===== config.mk =====
export PLATFORM = sky130hd
export DESIGN_NAME = management
export DESIGN_NICKNAME = d
export VERILOG_FILES = /design/src/rtl/management_pkg.sv /design/src/rtl/management_bcd_entry_buffer.sv /design/src/rtl/management.sv
export SDC_FILE = /design/constraint.sdc
export NUM_CORES = 1
export LEC_CHECK = 0
export CAP_MARGIN = 20
export CORE_AREA = 8 8 104 106
export DETAILED_ROUTE_END_ITERATION = 16
export DIE_AREA = 0 0 112 114
export PLACE_DENSITY = 0.51
export SKIP_LAST_GASP = 1
export SLEW_MARGIN = 20
export SYNTH_ARGS = -nofsm -noshare
export SYNTH_HDL_FRONTEND = slang
export SYNTH_HIERARCHICAL = 1
export SYNTH_SLANG_ARGS = --single-unit

===== constraint.sdc =====
create_clock -name CLK -period 3.23 [get_ports CLK]
set_input_delay 0.8075 -clock CLK [delete_from_list [all_inputs] [get_ports CLK]]
set_output_delay 0.8075 -clock CLK [all_outputs]
set_load 0.02 [all_outputs]

===== src/rtl/management_pkg.sv =====
// Purpose: shared types, key codes and credential table for the keypad login controller.
// Latency: n/a (package only).
// Backpressure: n/a; the keypad stream cannot be stalled.
package management_pkg;

    // Login dialogue states
    typedef enum logic [2:0] {
        ST_IDLE      = 3'd0,
        ST_GET_ID    = 3'd1,
        ST_GET_PWD   = 3'd2,
        ST_LOGGED_IN = 3'd3,
        ST_LOCKED    = 3'd4
    } state_e;

    // Command key codes. 4'hE (reserved) and 4'hF (no key) fall through as "ignored".
    localparam logic [3:0] KEY_CLEAR  = 4'hA;
    localparam logic [3:0] KEY_LOGIN  = 4'hB;
    localparam logic [3:0] KEY_LOGOUT = 4'hC;
    localparam logic [3:0] KEY_ENTER  = 4'hD;

    // Entry buffer holds at most four BCD digits
    localparam logic [2:0] ENTRY_DIGITS = 3'd4;

    // Credential table: BCD user ID and password pairs
    typedef struct packed {
        logic [15:0] id;
        logic [15:0] pwd;
    } cred_t;

    localparam int CRED_ENTRIES = 4;

    localparam cred_t CRED_TABLE [CRED_ENTRIES] = '{
        '{id: 16'h0001, pwd: 16'h1111},
        '{id: 16'h0002, pwd: 16'h2222},
        '{id: 16'h0123, pwd: 16'h4567},
        '{id: 16'h9999, pwd: 16'h0000}
    };

    // Key codes 0..9 are BCD digits
    function automatic logic is_digit(input logic [3:0] key);
        return (key <= 4'd9);
    endfunction

    // True when (id, pwd) matches one of the first num_users table entries
    function automatic logic cred_match(input logic [15:0] id,
                                        input logic [15:0] pwd,
                                        input int          num_users);
        logic hit;
        hit = 1'b0;
        for (int i = 0; i < CRED_ENTRIES; i++) begin
            if ((i < num_users) && (CRED_TABLE[i].id == id) && (CRED_TABLE[i].pwd == pwd)) begin
                hit = 1'b1;
            end
        end
        return hit;
    endfunction

endpackage


===== src/rtl/management_bcd_entry_buffer.sv =====
// Purpose: 4-digit BCD shift-in entry buffer with digit count; digits past the 4th are dropped.
// Latency: 1 clock from clr/shift to updated buffer and count.
// Backpressure: none; clear wins over shift, a full buffer silently ignores shifts.
module bcd_entry_buffer
    import management_pkg::*;
(
    input  logic        CLK,
    input  logic        RST,
    input  logic        clr,
    input  logic        shift,
    input  logic [3:0]  digit,
    output logic [15:0] entry_dat,
    output logic [2:0]  entry_cnt
);

    logic [15:0] dat_q, dat_d;
    logic [2:0]  cnt_q, cnt_d;

    // Next buffer value: clear has priority, otherwise shift a digit in from the right
    always_comb begin
        dat_d = dat_q;
        cnt_d = cnt_q;
        if (clr) begin
            dat_d = '0;
            cnt_d = '0;
        end else if (shift && (cnt_q < ENTRY_DIGITS)) begin
            dat_d = {dat_q[11:0], digit};
            cnt_d = cnt_q + 3'd1;
        end
    end

    // Buffer and count registers
    always_ff @(posedge CLK) begin
        if (RST) begin
            dat_q <= '0;
            cnt_q <= '0;
        end else begin
            dat_q <= dat_d;
            cnt_q <= cnt_d;
        end
    end

    assign entry_dat = dat_q;
    assign entry_cnt = cnt_q;

endmodule


===== src/rtl/management.sv =====
// Purpose: keypad login controller; LOGIN, ID, ENTER, password, ENTER against a fixed table.
// Latency: logged_in rises on the edge sampling the matching ENTER, falls on LOGOUT/RST edge.
// Backpressure: none; every sampled key code is one event, unusable keys are dropped.
module management
    import management_pkg::*;
#(
    parameter int NUM_USERS   = 4,
    parameter int MAX_FAILS   = 3,
    parameter int LOCK_CYCLES = 16
) (
    input  logic       CLK,
    input  logic       RST,
    input  logic [3:0] BCD_input,
    output logic       logged_in
);

    localparam int FAIL_W = (MAX_FAILS   < 1) ? 1 : $clog2(MAX_FAILS + 1);
    localparam int LOCK_W = (LOCK_CYCLES < 1) ? 1 : $clog2(LOCK_CYCLES + 1);
    localparam logic [FAIL_W-1:0] FAIL_LIMIT = FAIL_W'(MAX_FAILS);
    localparam logic [LOCK_W-1:0] LOCK_LOAD  = LOCK_W'(LOCK_CYCLES);

    state_e              state_q, state_d;
    logic [15:0]         id_q, id_d;
    logic [FAIL_W-1:0]   fail_q, fail_d, fail_inc;
    logic [LOCK_W-1:0]   lock_q, lock_d;
    logic                logged_in_q, logged_in_d;

    logic                buf_clr, buf_shift;
    logic [15:0]         entry_dat;
    logic [2:0]          entry_cnt;
    logic                key_digit, key_enter_ok, cred_ok;

    bcd_entry_buffer u_entry (
        .CLK       (CLK),
        .RST       (RST),
        .clr       (buf_clr),
        .shift     (buf_shift),
        .digit     (BCD_input),
        .entry_dat (entry_dat),
        .entry_cnt (entry_cnt)
    );

    assign key_digit    = is_digit(BCD_input);
    // ENTER on an empty buffer is treated as no key
    assign key_enter_ok = (BCD_input == KEY_ENTER) && (entry_cnt != 3'd0);
    // Compare straight off the registered ID latch and buffer, no extra stage
    assign cred_ok      = cred_match(id_q, entry_dat, NUM_USERS);
    assign fail_inc     = fail_q + FAIL_W'(1);

    // Next-state, buffer control, ID latch, fail counter and lock timer
    always_comb begin
        state_d   = state_q;
        id_d      = id_q;
        fail_d    = fail_q;
        lock_d    = lock_q;
        buf_clr   = 1'b0;
        buf_shift = 1'b0;

        case (state_q)
            ST_IDLE: begin
                if (BCD_input == KEY_LOGIN) begin
                    buf_clr = 1'b1;
                    state_d = ST_GET_ID;
                end
            end

            ST_GET_ID: begin
                buf_shift = key_digit;
                if (BCD_input == KEY_CLEAR) begin
                    buf_clr = 1'b1;
                end else if (BCD_input == KEY_LOGOUT) begin
                    state_d = ST_IDLE;
                end else if (key_enter_ok) begin
                    id_d    = entry_dat;
                    buf_clr = 1'b1;
                    state_d = ST_GET_PWD;
                end
            end

            ST_GET_PWD: begin
                buf_shift = key_digit;
                if (BCD_input == KEY_CLEAR) begin
                    buf_clr = 1'b1;
                end else if (BCD_input == KEY_LOGOUT) begin
                    state_d = ST_IDLE;
                end else if (key_enter_ok) begin
                    // Do not leave the typed password sitting in the buffer
                    buf_clr = 1'b1;
                    if (cred_ok) begin
                        fail_d  = '0;
                        state_d = ST_LOGGED_IN;
                    end else if (fail_inc >= FAIL_LIMIT) begin
                        fail_d  = fail_inc;
                        lock_d  = LOCK_LOAD;
                        state_d = ST_LOCKED;
                    end else begin
                        fail_d  = fail_inc;
                        state_d = ST_IDLE;
                    end
                end
            end

            ST_LOGGED_IN: begin
                if (BCD_input == KEY_LOGOUT) begin
                    state_d = ST_IDLE;
                end
            end

            ST_LOCKED: begin
                // Timer was loaded on entry; the edge that takes it 1->0 is the exit edge
                if (lock_q <= LOCK_W'(1)) begin
                    lock_d  = '0;
                    fail_d  = '0;
                    state_d = ST_IDLE;
                end else begin
                    lock_d = lock_q - LOCK_W'(1);
                end
            end

            default: begin
                state_d = ST_IDLE;
            end
        endcase

        logged_in_d = (state_d == ST_LOGGED_IN);
    end

    // State, ID latch, counters and registered session flag
    always_ff @(posedge CLK) begin
        if (RST) begin
            state_q     <= ST_IDLE;
            id_q        <= '0;
            fail_q      <= '0;
            lock_q      <= '0;
            logged_in_q <= 1'b0;
        end else begin
            state_q     <= state_d;
            id_q        <= id_d;
            fail_q      <= fail_d;
            lock_q      <= lock_d;
            logged_in_q <= logged_in_d;
        end
    end

    assign logged_in = logged_in_q;

endmodule


Word-level counts from Yosys, hierarchy flattened

Cells that the tools add are included.

Bits of input ports: 6
Output and inout bits: 1
Register bits after elaboration: 46
Word-level logic and storage cells: 88

Order comparisons: 4
Reductions and logical operators: 15
$add $sub $neg: 3
Multiplexer cells: 35
Equal/unequal tests: 22
Bitwise logic cells: 2

Operators with widths:

| operator             | count |
|---|---|
| $mux 3               | 11 |
| $mux 5               | 6 |
| $eq 1x16->1 const A  | 1 |
| $eq 13x16->1 const A | 1 |
| $eq 14x16->1 const A | 1 |
| $eq 15x16->1 const A | 1 |
| $eq 16x16->1 const A | 1 |
| $eq 2x16->1 const A  | 1 |
| $eq 4x4->1 const B   | 4 |
| $eq 9x16->1 const A  | 1 |
| $logic_not 16->1     | 1 |
| $pmux 3 s5           | 1 |
| $ne 2x2->1 const B   | 6 |
| $mux 2               | 5 |
| $pmux 5 s2           | 1 |
| $eq 3x2->1 const B   | 3 |
| $mux 1               | 9 |
| $logic_and 1x1->1    | 6 |
| $reduce_and 6->1     | 1 |
| $le 5x1->1 const B   | 1 |
| $reduce_and 5->1     | 1 |
| $sub 5x1->5 const B  | 1 |
| $le 4x4->1 const B   | 1 |
| $pmux 2 s2           | 1 |
| other kinds (13)     | 15 |

Longest topological paths before layout

Gate-level depths: netlist of the first run.

Word-level depth: 12
Mapped depth: 8
Depth with buffers taken out: 6

Modules after synthesis

The synthesis of the first run kept the hierarchy.

Modules (own cells, without submodules):

| module           | cells an instance | seq. area each (um^2) | times used | area each (um^2) |
|---|---|---|---|---|
| management       | 174               | 540.5                 | 1          | 1,539.0 |
| bcd_entry_buffer | 84                | 380.4                 | 1          | 688.2 |

Worst setup path before layout of the first run

No wires, ideal clock.

Path type: in2reg
Start point: input port BCD_input[1]
End point: register id_q[0]
Path slack: 1.002 ns
Stages: 7
Data required time: 3.105 ns
Library setup time: 0.125 ns
Arrival: 2.102 ns
Path buffers: 2
Cells stage by stage: nand4b_2 -> nor2_2 -> or4b_1 -> buf_6 -> buf_12 -> mux2i_1 -> nor2_1

Longest elaborated chain between the ends: 3
Elaborated cells on any way between the ends: 7
Classes of those cells: 3 x eq/ne; 2 x bitwise; 2 x reduce/logical

Ends and longest elaborated chain:

| item                                           | line                                                 | source |
|---|---|---|
| start: declaration                             | management.sv:13                                     | `input logic [3:0] BCD_input,` |
| $eq 4x4->1 (on tied branches)                  | management.sv:45, management.sv:69, management.sv:71 |  |
| $logic_and 1x1->1 or $not 1->1 (tied branches) | --                                                   |  |
| $reduce_and 4->1 (no source line) (*)          | --                                                   |  |
| end signal: assignment                         | management.sv:138                                    | `id_q <= id_d;` |
| end: declaration                               | management.sv:23                                     | `logic [15:0] id_q, id_d;` |

Every way passes the cells marked *; elsewhere a longest branch is shown, timed or not.
A chain may end at the register's enable or synchronous reset.

Worst setup path after layout of the first run

Start point: input port BCD_input[2]
End point: register u_entry.cnt_q[0] (netlist: u_entry/entry_cnt[0])

Longest elaborated chain between the ends: 7
Elaborated cells on any way between the ends: 14
Classes of those cells: 1 x order compare; 4 x eq/ne; 6 x mux; 3 x reduce/logical

Ends and longest elaborated chain:

| item                                 | line                               | source |
|---|---|---|
| $eq 4x4->1                           | management.sv:45                   | `assign key_enter_ok = (BCD_input == KEY_ENTER) && (entry_cnt != 3'd0);` |
| $logic_and 1x1->1                    | management.sv:45                   |  |
| $mux 1                               | management.sv:73, management.sv:86 |  |
| $mux 1                               | management.sv:84                   | `end else if (BCD_input == KEY_LOGOUT) begin` |
| $mux 1                               | management.sv:69                   | `if (BCD_input == KEY_CLEAR) begin` |
| $pmux 1 s2 (*)                       | management.sv:59                   | `case (state_q)` |
| named net buf_clr                    | management.sv:28                   | `logic buf_clr, buf_shift;` |
| $reduce_or 2->1 (no source line) (*) | --                                 |  |
| end signal: assignment               | management_bcd_entry_buffer.sv:39  | `cnt_q <= cnt_d;` |
| end: declaration                     | management_bcd_entry_buffer.sv:17  | `logic [2:0] cnt_q, cnt_d;` |

The timed path passes the listed nets; every way through them passes the cells marked *.

==> run summary, run 1 <==
run status = finished, final reports clean
fin nets = 273
maximum vdd ir drop = 0.165 mV
Clock Path Buffers = 2
number of max-cap violations = 0
Post-route DRC = 0
Clk pin slew, worst setup/hold paths = 0.08 ns
Clk Latency, worst-skew pair = 0.30 ns
WL/cell = 12.9 um
Reg2Reg Depth = 5
CP Buf/Inv Count = 1
CTS root buffer = clkbuf_8
Post-Place Setup Slack = 0.354 ns
area grow syn2layout = 10.8%
startpoint types = primary input
hold path startpoint = u_entry/entry_dat[15]$_SDFFE_PP0P_
Yosys top cell area share = 41.3%
Post-Layout Cell Count = 375
FF-to-FF End = state_q[2]$_SDFF_PP0_
post_cts resized = 0
minimum clock period = 2.63 ns
Avg Inst Size Synth = 8.63 um^2
DR vias = 1819
number of global-route vias before repair = 1662
initial drt markers = 87
crit path max fanout = 19
Layout Utilization = 27.1%
Final ANT Viol Nets = 0
HP Class = flop to flop
Rows = 35
Port Buffers = 6
sequential fraction of the synthesis area = 41.3%
fill cell count = 991
max_slew headroom = 51.7%
CTS tree = built
Worst Path Required = 3.39 ns
IO Count = 7
Gate Count Post-Synth = 258
Crit. Startpoint = BCD_input[2]
CP Capture Type = flop
hpwl dp = 3460 um
Netlist cell types = 50
vias per cell = 4.85
final setup TNS = 0 ns
Area after DPL = 2360 um^2
crit path DAT = 2.78 ns
layout cells sized above 1 = 6.82%
hold depth = 2
Overall Power = 1.02 mW
clock skew = 0.0104 ns
Critical R2R Launch = id_q[13]$_SDFFE_PP0P_
hold buffer count at CTS = 0
Worst Hold Endpoint = u_entry/entry_dat[15]$_SDFFE_PP0P_
Die ar. = 12800 um^2
final setup violation count = 0
Core Footprint = 9110 um^2
pwr/cell area = 413 nW/um^2
final hold violations = 0
hold_ws = 0.480 ns
TritonRoute pass-1 iters = 4
dominant cells by area after synthesis = dfxtp_1 (41%), mux2i_1 (7.2%), nand2_1 (6.7%), a21oi_1 (5.2%), nor2_1 (5.1%)
Post-CTS Setup Inserts = 0
Post-Syn Area = 2230 um^2
Static Leak = 0.957 nW
clk sinks = 46
diodes inserted = 0
fin. max-slew vios = 0
CP Cell Sequence = clkdlybuf4s50_1, nand4b_2, nor2_2, o21ai_0, a21oi_1, or2_1, nor2_1
Vert. Die Dim = 114 um
largest net degree at the start of global routing = 24
htree depth = 2
R2R Setup Slk = 1.23 ns
Worst-Margin Slew = 0.719 ns
RSZ-0062 raised after global routing = no
Top delay family on crit path = simple AND/OR/NAND/NOR gates
post-synth top area cell = dfxtp_1
flops & latches, synth = 46
Max Clock Freq = 381 MHz
Detailed Route WL = 4840 um
Tot GR Track Use = 7.86%
placer congestion estimate = 0.819
Crit-path slowest cell = clkdlybuf4s50_1
critical path type = primary input to flop
final period utilization = 81.3%
first-pass GRT wire length = 8290 um
worst setup margin = 0.603 ns
Synth Warn # = 6
total CTS buffers = 5
DIE WIDTH = 112 um
initial antenna violation count = 0
Net Count, Synth = 268
fin area = 2470 um^2
Initial Util = 24.5%
total grt overflow = 0
Placed Cells = 367
max incr delay on CP = 0.59 ns
-- where the power goes --
part | internal (mW) | switching [mW] | total (mW)
Combinational | 0.0107 | 0.0188 | 0.0295
Clock | 0.232 | 0.191 | 0.423
Sequential | 0.566 | 0.000135 | 0.567
-- final cells by class --
class	count	area, um^2	area share, %
tap	111	139	5.63
multi-input combinational	192	1180	47.9
clock buffer	7	76.3	3.09
timing repair buffer	10	90.1	3.65
clock inverter	1	30.0	1.22
inverter	8	30.0	1.22
sequential	46	921	37.3
-- tightest hold or removal path: cells and delay by family (launching register included) --
family,cells,cell delay (ns)
DFF,1,0.33
AOI/OAI and AO/OA,1,0.05
and+or+nand+nor,1,0.06
-- per-layer routing --
layer	part of all wire [%]	vias to the layer above	track usage (%)	wire length, um
met1	51	863	10.3	2450
met5	0	-	0	0
met3	2.4	6	1.64	118
met2	45	22	12.3	2200
li1	-	928	-	-
met4	1.4	0	3.24	69
-- registers in the layout, indices dropped and copies added (netlist names) --
signal,count
logged_in,1
id_q,16
u_entry/entry_dat,16
state_q,3
u_entry/entry_cnt,3
fail_q,2
lock_q,5
-- cells in the mapped netlist, drive strengths merged --
master	instances
o32ai	2
xnor2	2
ha	4
nor2	31
nor2b	1
nand2	40
nor3b	1
nor4	4
a41o	2
o21a	1
o2111a	1
or4	4
nand2b	2
a31oi	1
or2	1
nor4bb	1
mux2i	16
clkbuf	2
o31ai	2
nand4	4
xor2	2
nand3b	4
nand4b	2
and4	2
a2111oi	1
nand3	4
and3	1
nor3	12
a21boi	1
a31o	3
inv	8
and2b	1
nor4b	1
a21oi	23
o21ai	7
dfxtp	46
or3	4
dlygate4sd3	1
buf	9
or4b	4
-- worst max-delay path by stage --
stage / endpoint / slack, ns / depth (start not counted)
final: u_entry/entry_cnt[0]$_SDFFE_PP0P_ / 0.60 / 7
after global routing: u_entry/entry_cnt[0]$_SDFFE_PP0P_ / 0.42 / 7
after CTS: id_q[2]$_SDFFE_PP0P_ / 0.67 / 7
after detailed placement: id_q[14]$_SDFFE_PP0P_ / 0.35 / 7
after global placement: u_entry/entry_cnt[2]$_SDFFE_PP0P_ / 0.40 / 7
after floorplan: id_q[0]$_SDFFE_PP0P_ / 1.00 / 7
-- cells in the final DEF (no fill, tap or decap), drive strengths merged, types with 6 or more instances in the layout --
cell type      count
nand2             40
inv                8
mux2i             16
dfxtp             46
a21oi             23
o21ai              7
clkdlybuf4s50      6
nor2              31
nor3              12
clkbuf             7
-- kinds of logic (layout without fill, tap and decap cells) --
logic type | after synthesis | count (layout) | share of synthesized area (%)
buffers and inverters | 20 | 26 | 5.56
DFF | 46 | 46 | 41.3
muxes | 16 | 16 | 7.19
adders and majority gates | 4 | 4 | 2.25
xor gates and xnor gates | 4 | 4 | 1.57
AOI/OAI and AO/OA | 44 | 44 | 12.1
and+or+nand+nor | 124 | 124 | 29.9
Power figures use the tool's default switching activity.
==> inputs of run 2 (changes only) <==
--- a/config.mk
+++ b/config.mk
@@ -9,7 +9,7 @@
 export CORE_AREA = 8 8 104 106
 export DETAILED_ROUTE_END_ITERATION = 16
 export DIE_AREA = 0 0 112 114
-export PLACE_DENSITY = 0.51
+export PLACE_DENSITY = 0.52
 export SKIP_LAST_GASP = 1
 export SLEW_MARGIN = 20
 export SYNTH_ARGS = -nofsm -noshare
==> constraint.sdc (replaced) <==
create_clock -name CLK -period 2.1 [get_ports CLK]
set_input_delay 0.525 -clock CLK [delete_from_list [all_inputs] [get_ports CLK]]
set_output_delay 0.525 -clock CLK [all_outputs]
set_load 0.02 [all_outputs]
==> run summary, run 2 (synthesized netlist as in run 1, its figures left out) <==
Clk Latency, worst-skew pair = 0.30 ns (about the same)
hold depth = 2 (unchanged)
fill cell count = 974 (-1.7%)
Critical R2R Launch = id_q[13]$_SDFFE_PP0P_
HP Class = flop to flop
Worst Path Required = 2.32 ns (-1.07 ns)
CTS root buffer = clkbuf_8
total CTS buffers = 5 (unchanged)
commonest non-fill, non-tap cell in the layout = dfxtp_1
layout cells sized above 1 = 18.0% (+11 points)
hpwl dp = 3730 um (+7.9%)
fin. max-slew vios = 0 (unchanged)
Top delay family on crit path = simple AND/OR/NAND/NOR gates
Clock Path Buffers = 2 (unchanged)
DR vias = 1921 (+5.6%)
FF-to-FF End = lock_q[2]$_SDFFE_PP0P_
number of max-cap violations = 0 (unchanged)
Reg2Reg Depth = 6 (+1)
Tot GR Track Use = 8.32% (+0.46 points)
Static Leak = 1.15 nW (+20%)
Max Clock Freq = 499 MHz
IO Count = 7 (unchanged)
clk sinks = 46 (unchanged)
startpoint types = flop
Final ANT Viol Nets = 0 (unchanged)
CP Buf/Inv Count = 1 (unchanged)
critical path type = flop to flop
placer congestion estimate = 0.804 (-1.8%)
hold path startpoint = u_entry/entry_dat[14]$_SDFFE_PP0P_
CP Cell Sequence = or4_1, nor3_1, and4_1, buf_4, nor4_4, o31ai_1
final hold violations = 0 (unchanged)
hold_ws = 0.496 ns (+0.0161 ns)
total grt overflow = 0 (unchanged)
Port Buffers = 6 (unchanged)
Layout Utilization = 30.4% (+3.3 points)
CP Capture Type = flop
run status = finished, final reports clean
max incr delay on CP = 0.56 ns (-0.03 ns)
DIE WIDTH = 112 um (unchanged)
pwr/cell area = 580 nW/um^2 (+40%)
Int Power = 1.26 mW (+55%)
minimum clock period = 2.01 ns
Detailed Route WL = 5200 um (+7.6%)
crit path DAT = 2.23 ns (-0.55 ns)
RSZ-0062 raised after global routing = no
R2R Setup Slk = 0.09 ns (-1.14 ns)
diodes inserted = 0 (unchanged)
NetSw = 0.347 mW (+65%)
Clk pwr share = 41.7% (+0.2 points)
max_slew headroom = 69.4% (+18 points)
first-pass GRT wire length = 8770 um (+5.7%)
Clk pin slew, worst setup/hold paths = 0.09 ns (about the same)
Seq pwr share = 54.3% (-1.3 points)
Die ar. = 12800 um^2 (unchanged)
Core Footprint = 9110 um^2 (unchanged)
commonest cells after routing, fill and taps aside = dfxtp_1 (46), nand2_1 (40), buf_4 (31), nor2_1 (30), a21oi_1 (23)
clock skew = 0.00950 ns (-0.000877 ns)
CTS tree = built
Worst-Margin Slew = 0.456 ns (-0.263 ns)
Comb pwr share = 3.9% (+1.0 points)
Vert. Die Dim = 114 um (unchanged)
Post-route DRC = 0 (unchanged)
Worst Hold Endpoint = u_entry/entry_dat[14]$_SDFFE_PP0P_
initial antenna violation count = 0 (unchanged)
Rows = 35 (unchanged)
largest net degree at the start of global routing = 22 (-8.3%)
Crit-path slowest cell = or4_1
crit path max fanout = 5 (-14)
WL/cell = 12.8 um (-0.38%)
TritonRoute pass-1 iters = 4 (unchanged)
initial drt markers = 167 (+92%)
hold buffer count at CTS = 0 (unchanged)
Initial Util = 24.5% (unchanged)
maximum vdd ir drop = 0.284 mV (+72%)
vias per cell = 4.74 (-2.2%)
htree depth = 2 (unchanged)
area grow syn2layout = 24.3%
fin nets = 303 (+11%)
final setup violation count = 0 (unchanged)
sw frac = 21.6% (+0.99 points)
final period utilization = 95.5%
number of global-route vias before repair = 1846 (+11%)
==> run 2: cell count changes in the layout (fill, tap and decap cells not counted), moves of 2 or more <==
cell | previous run | this run
buf_12 | 0 | 2
buf_4 | 4 | 31
clkdlybuf4s50_1 | 6 | 2
dlymetal6s2s_1 | 0 | 4
mux2i_1 | 16 | 14
mux2i_2 | 0 | 2
==> run 2: metal layers <==
metal | global-route usage, % | part of all wire (%)
met4 | 3.60 | 2.0
met2 | 13.7 | 47
met1 | 10.4 | 48
met5 | 0 | 0
met3 | 1.64 | 3.3
==> run 2: worst max path at each step <==
stage | from | end | slack [ns] | cells past startpoint
final | id_q[13]$_SDFFE_PP0P_ | lock_q[2]$_SDFFE_PP0P_ | 0.09 | 6
after global placement | BCD_input[0] | id_q[8]$_SDFFE_PP0P_ | -0.31 | 7
after CTS | BCD_input[0] | id_q[11]$_SDFFE_PP0P_ | 0.03 | 7
after detailed placement | BCD_input[0] | id_q[9]$_SDFFE_PP0P_ | -0.35 | 7
after global routing | id_q[13]$_SDFFE_PP0P_ | lock_q[2]$_SDFFE_PP0P_ | 0.03 | 6
after floorplan | BCD_input[1] | id_q[1]$_SDFFE_PP0P_ | 0.15 | 7
==> run 2: tightest hold or removal path, cell delays in order (launching register included) <==
cell	delay, ns
dfxtp_1	0.34
nand2_1	0.06
a21oi_1	0.05
==> run 2: power by group through the flow <==
stage          combinational (mW)  sequential (mW)  clock, mW
6_report                   0.0631            0.872      0.670
5_1_grt                    0.0694            0.872      0.716
4_1_cts                    0.0648            0.872      0.688
3_5_place_dp               0.0647            0.892          0
3_3_place_gp               0.0644            0.892          0
2_1_floorplan              0.0254            0.892          0
==> run 2: layout make-up <==
| class | count | area (um^2) | share of cell area (%) |
|---|---|---|---|
| clock buffers | 6 | 72.6 | 2.62 |
| clock inverters | 2 | 37.5 | 1.36 |
| inverters | 8 | 30.0 | 1.08 |
| multi-input cells | 192 | 1200 | 43.4 |
| flip-flops and latches | 46 | 921 | 33.3 |
| well taps | 111 | 139 | 5.02 |
| repair buffers | 40 | 368 | 13.3 |
==> run 2: through the flow <==
stage	power (mW)	setup slack (ns)	area (um^2)	std cells	TNS [ns]
CTS	1.62	0.0281	2720	404	0
detailed placement	0.957	-0.345	2610	396	-12.35
finish	1.60	0.0944	2770	405	0
global placement	0.957	-0.310	2610	396	-11.05
floorplan	0.918	0.155	2230	258	0
global route	1.66	0.0328	2770	405	0
==> run 2: repair_timing <==
action                                  4_1_cts  5_1_grt
setup buffers                                 0        0
resized for setup                             1        8
endpoints found under the setup margin       13       39
pin swaps                                     0        1
gates cloned                                  0        1
